$ cat config.mk
export PLATFORM = sky130hd
export DESIGN_NAME = adsr_poly
export DESIGN_NICKNAME = d
export VERILOG_FILES = /design/src/rtl/adsr_poly.sv
export SDC_FILE = /design/constraint.sdc
export NUM_CORES = 1
export LEC_CHECK = 0
export BUFFER_PORTS_ARGS = -buffer_cell sky130_fd_sc_hd__clkbuf_2
export CORE_ASPECT_RATIO = 2
export CORE_MARGIN = 2
export CORE_UTILIZATION = 40
export DETAILED_ROUTE_END_ITERATION = 10
export GPL_ROUTABILITY_DRIVEN = 0
export REMOVE_ABC_BUFFERS = 1
export SYNTH_ARGS = -nofsm -noshare
export SYNTH_HDL_FRONTEND = slang
export SYNTH_SLANG_ARGS = --single-unit
$ cat constraint.sdc
create_clock -name clk -period 24 [get_ports clk]
set_input_delay 4.8 -clock clk [delete_from_list [all_inputs] [get_ports clk]]
set_output_delay 4.8 -clock clk [all_outputs]
set_load 0.005 [all_outputs]
$ cat src/rtl/adsr_poly.sv
// Polyphonic ADSR envelope generator: VOICES independent voices sharing stage times and sustain.
// Define ADSR_POLY_RETRIG_EN to let gate_on restart ATTACK from the current level in any active stage.
module adsr_poly #(
  parameter int unsigned VOICES = 4,
  parameter int unsigned ENV_W  = 8
) (
  input  logic                      clk,
  input  logic                      rst,
  input  logic                      sample_rate,
  input  logic [VOICES-1:0]         gate_on,
  input  logic [VOICES-1:0]         gate_off,
  input  logic [6:0]                adsr_a,
  input  logic [6:0]                adsr_d,
  input  logic [6:0]                adsr_r,
  input  logic [ENV_W-1:0]          adsr_s,
  output logic [VOICES*ENV_W-1:0]   env_out,
  output logic [VOICES-1:0]         active,
  output logic                      env_dv
);

  localparam logic [2:0] StIdle    = 3'd0;
  localparam logic [2:0] StAttack  = 3'd1;
  localparam logic [2:0] StDecay   = 3'd2;
  localparam logic [2:0] StSustain = 3'd3;
  localparam logic [2:0] StRelease = 3'd4;

  localparam int unsigned ProdW = 2 * ENV_W;
  localparam logic [ENV_W-1:0] EnvMax = '1;

  logic env_dv_q;

  always_ff @(posedge clk or posedge rst) begin
    if (rst) begin
      env_dv_q <= 1'b0;
    end else begin
      env_dv_q <= sample_rate;
    end
  end

  assign env_dv = env_dv_q;

  for (genvar v = 0; v < VOICES; v++) begin : g_voice
    logic [2:0]       st_q, st_d;
    logic [15:0]      p_q, p_d;
    logic [ENV_W-1:0] l0_q, l0_d;
    logic [ENV_W-1:0] env_q, env_d;
    logic [ENV_W-1:0] scale, mul_a;
    logic [ProdW-1:0] prod;
    logic [6:0]       t;
    logic [7:0]       step;
    logic [16:0]      sum;

    // Output level from registered state; reaches env_out one cycle later.
    always_comb begin
      scale = p_q[15 -: ENV_W];
      mul_a = '0;
      unique case (st_q)
        StAttack:  mul_a = EnvMax - l0_q;
        StDecay:   mul_a = EnvMax - adsr_s;
        StRelease: mul_a = l0_q;
        default:   mul_a = '0;
      endcase
      prod  = ProdW'(mul_a) * ProdW'(scale);
      env_d = '0;
      case (st_q)
        StAttack:  env_d = l0_q + ENV_W'(prod >> ENV_W);
        StDecay:   env_d = EnvMax - ENV_W'(prod >> ENV_W);
        StSustain: env_d = adsr_s;
        StRelease: env_d = l0_q - ENV_W'(prod >> ENV_W);
        default:   env_d = '0;
      endcase
    end

    always_comb begin
      case (st_q)
        StAttack: t = adsr_a;
        StDecay:  t = adsr_d;
        default:  t = adsr_r;
      endcase
      step = 8'd128 - {1'b0, t};
      sum  = {1'b0, p_q} + {9'd0, step};
      st_d = st_q;
      p_d  = p_q;
      l0_d = l0_q;
      // Accepted gate events take priority over the phase step; gate_off beats gate_on.
      if (gate_off[v] && (st_q == StAttack || st_q == StDecay || st_q == StSustain)) begin
        st_d = StRelease;
        p_d  = '0;
        l0_d = env_q;
      end else if (!gate_off[v] && gate_on[v] && st_q == StIdle) begin
        st_d = StAttack;
        p_d  = '0;
        l0_d = '0;
`ifdef ADSR_POLY_RETRIG_EN
      end else if (!gate_off[v] && gate_on[v]) begin
        st_d = StAttack;
        p_d  = '0;
        l0_d = env_q;
`endif
      end else if (sample_rate &&
                   (st_q == StAttack || st_q == StDecay || st_q == StRelease)) begin
        p_d = sum[15:0];
        if (sum[16]) begin
          case (st_q)
            StAttack: st_d = StDecay;
            StDecay:  st_d = StSustain;
            default:  st_d = StIdle;
          endcase
        end
      end
    end

    always_ff @(posedge clk or posedge rst) begin
      if (rst) begin
        st_q  <= StIdle;
        p_q   <= '0;
        l0_q  <= '0;
        env_q <= '0;
      end else begin
        st_q  <= st_d;
        p_q   <= p_d;
        l0_q  <= l0_d;
        env_q <= env_d;
      end
    end

    assign env_out[v*ENV_W +: ENV_W] = env_q;
    assign active[v] = (st_q != StIdle);
  end

endmodule

==> impl_metrics.csv <==
group,metric,value,unit
global_route,grt_pass1_vias,17300,
floorplanning,initial_utilization,40.5,%
synth,synth-seq-area-share,18.6,%
route,first_iter_violations,857,
floorplanning,fp.dieH,312,microns
global_route,grt_start_max_net_pins,92,
cells_and_area,stdcell_area,0.0206,sq mm
outcome,status,"finished clean",
floorplanning,dieWidth,158,microns
synth,syn-mean-instance-area,8.45,sq um
power,power_density,60.3,mW/mm^2
synth,mappedNetlistArea,0.0190,sq mm
power,seq_power_share,28.3,%
synth,synth-xor-area-share,6.83,%
power,power_frac_clock,22.6,%
clock_tree,clk_path_buf_depth,2,
worst_setup_path,cp.arrival,12.34,ns
cells_and_area,net_total_in_the_final_layout,2660,
worst_setup_path,worst-endpoint-required,24.32,ns
placement,post_dp_cell_area,0.0200,sq mm
synth,synth_top_cell_area_share,18.6,%
global_route,antenna_found_initial,4,
clock_tree,cts_tree,"yes",
worst_setup_path,crit_fanout,8,
synth,ys_seq_elements,141,
power,switching_power,538,uW
worst_setup_path,timing.critical_path.max_delay_family,"compound AO/OA/AOI/OAI gates",
synth,yosys_warnings,0,
cells_and_area,finalCoreUtilization,44.0,%
power,total_power_consumption_of_the_routed_design,1240,uW
timing,worst_clock_skew,0.0107,ns
route,drt-wirelength-per-cell,19.8,microns
synth,synth-simple-area-share,20.2,%
floorplanning,row_count,112,
route,vias,16400,
timing,post-route-period-util,50.1,%
clock_tree,post_cts.repair.setup_buffers,0,
clock_tree,cts_inserted_buffers,17,
power,share_comb_of_total_power,49.1,%
worst_setup_path,critical_path.max_stage_delay,0.66,ns
floorplanning,pin_count,77,
cells_and_area,mostFrequentLayoutCell,"inv_1",
clock_tree,clock_pin_slew_of_the_registers_on_the_worst_case_setup_and_hold_paths,0.06,ns
clock_tree,clock_insertion_delay_worst_skew,0.45,ns
placement,portBuffers,76,
power,switching_share,43.4,%
route,drt.antenna.violating_nets,0,
synth,synth_async_sr_flop_share,100,%
timing,timing.final.crit_period,12.03,ns
power,worst_vdd_ir,0.0574,mV
route,detail_route.first_pass.iterations,5,
worst_setup_path,critPathSlowestCell,"a22oi_1",
worst_setup_path,rrSetupSlack,15.07,ns
synth,post_synth_inst_count,2245,
floorplanning,core_box_area,0.0468,sq mm
power,power_report.internal_total,702,uW
global_route,grt_use_total,24.1,%
route,drc,0,
synth,synth_compound_gate_area_share,17.9,%
timing,grt_setup_unrepaired,"no",
route,detail_route.wirelength,57700,microns
clock_tree,cts_resized,0,
synth,synth_top_cell_by_area,"dfrtp_1",
clock_tree,clk_root_buf,"clkbuf_16",
synth,post_synth_mux_area_share,0.587,%
placement,detailed_place_hpwl,46400,microns
synth,synth.lib_cells_used.distinct,92,
synth,synthTopCellsByArea,"dfrtp_1, fa_1, ha_1",
clock_tree,post_cts_hold_buffer_count,0,
timing,hold_violations,0,
global_route,global_route_wire_length_before_repair,91700,microns
timing,fin_tns_setup,0,ns
job,timing.max_cap.violations,0,
cells_and_area,layout-drive-gt1-share,7.70,%
cells_and_area,most_frequent_cells_in_the_layout,"inv_1, ha_1, nor2_1",
floorplanning,die-area,0.0493,sq mm
timing,maxSlewViolCount,0,
hold_path,hold_path.class,"reg -> reg",
worst_setup_path,setup.worst_path.start_class,"input port",
worst_setup_path,critical_path.n_buffers_inverters,3,
synth,dominant_combinational_cell_family_by_area_after_synthesis,"adder cells",
timing,worst_pin_slew,0.975,ns
timing,setup_viol,0,
worst_setup_path,critPathCaptureType,"flop",
worst_setup_path,timing.setup.critical_path_class,"in -> reg",
synth,synth_fa_ha_area_share,28.8,%
cells_and_area,area_delta_synth_final,8.44,%
synth,ys_dominant_reg_cell,"dfrtp_1",
clock_tree,htreeDepth,4,
synth,synth_edf_count,0,
global_route,grt_total_ovfl,0,
timing,max_slew_margin,35.0,%
clock_tree,count_of_clock_tree_sinks,141,
worst_setup_path,path_common_cell,"fa_1",
timing,max_clock_freq,0.0831,GHz
route,vias_cell,5.64,
power,total_leakage_power,0.00987,uW
==> state kept, by name (all words and copies together), names as in the netlist <==
name,cells
env_dv,1
g_voice.env_q,32
g_voice.l0_q,32
g_voice.p_q,64
g_voice.st_q,12
==> layout make-up <==
| class | instances | area (sq um) |
|---|---|---|
| inverter | 253 | 955 |
| antenna | 2 | 5.00 |
| clock inverter | 13 | 166 |
| timing repair buffer | 104 | 591 |
| fill | 4732 | 26200 |
| clock buffer | 19 | 433 |
| multi-input combinational | 1755 | 14100 |
| tap | 627 | 785 |
| sequential | 141 | 3530 |
==> power by group through the flow <==
| stage | Sequential (uW) | Clock [uW] | Combinational, uW |
|---|---|---|---|
| final | 351 | 281 | 609 |
| after CTS | 350 | 285 | 609 |
| after global placement | 353 | 0 | 591 |
| after floorplan | 343 | 0 | 429 |
| after detailed placement | 354 | 0 | 606 |
| after global routing | 358 | 295 | 685 |
==> cells in the mapped netlist (6+ instances only) <==
cell,n
nand3_1,34
o22a_1,26
nor2b_1,182
nor2_1,186
inv_1,249
o22ai_1,48
nand2b_1,50
nor3b_1,12
and3_1,10
dfrtp_1,141
a22o_1,35
a21o_1,31
o32ai_1,10
buf_1,7
xnor2_1,87
nand2_1,147
xor2_1,54
a22oi_1,30
nor3_1,38
mux2i_1,10
o21ai_0,96
a21oi_1,144
buf_2,9
nor4_1,6
o21a_1,6
a31oi_1,12
fa_1,148
a21boi_0,9
o31ai_1,8
and2_1,19
ha_1,200
or3_1,13
clkbuf_1,74
==> per-stage QoR <==
stage	cells	hold slack [ns]	setup slack (ns)
2_1_floorplan	2149	0.473	12.55
3_3_place_gp	2880	0.463	11.72
3_5_place_dp	2880	0.475	11.64
4_1_cts	2912	0.490	12.10
5_1_grt	2912	0.523	11.54
6_report	2914	0.485	11.97
==> path summary, 6_finish.rpt <==
kind                                     start                  end  cells past startpoint
min in group asynchronous                  rst   g_voice[2].st_q[0]                      2
max in group asynchronous                  rst  g_voice[3].env_q[3]                      3
hold / removal             g_voice[2].env_q[0]   g_voice[2].l0_q[0]                      2
setup / recovery                     adsr_s[5]  g_voice[3].env_q[7]                     28
setup reg to reg            g_voice[0].st_q[0]  g_voice[0].env_q[7]                     29
hold reg to reg            g_voice[2].env_q[0]   g_voice[2].l0_q[0]                      2
==> cells by family after synthesis <==
family,Yosys count
buf+inv,349
fa+ha+maj,348
mux,11
compound gates,512
flops,141
simple gates,740
xor+xnor,144
==> worst min-delay path: stages, from the launching register on <==
cell and delay, ns:
dfrtp_1 0.34, nand2_1 0.05, o21ai_0 0.06
==> layer usage <==
metal  wire [microns]  vias up  global-route usage (%)
met1            19700     8099                    23.8
li1                 -     7651                       -
met4             4580        8                    16.9
met5               53        -                       0
met3             2400      209                    3.81
met2            30900      460                    44.7
Power figures use the tool's default switching activity.
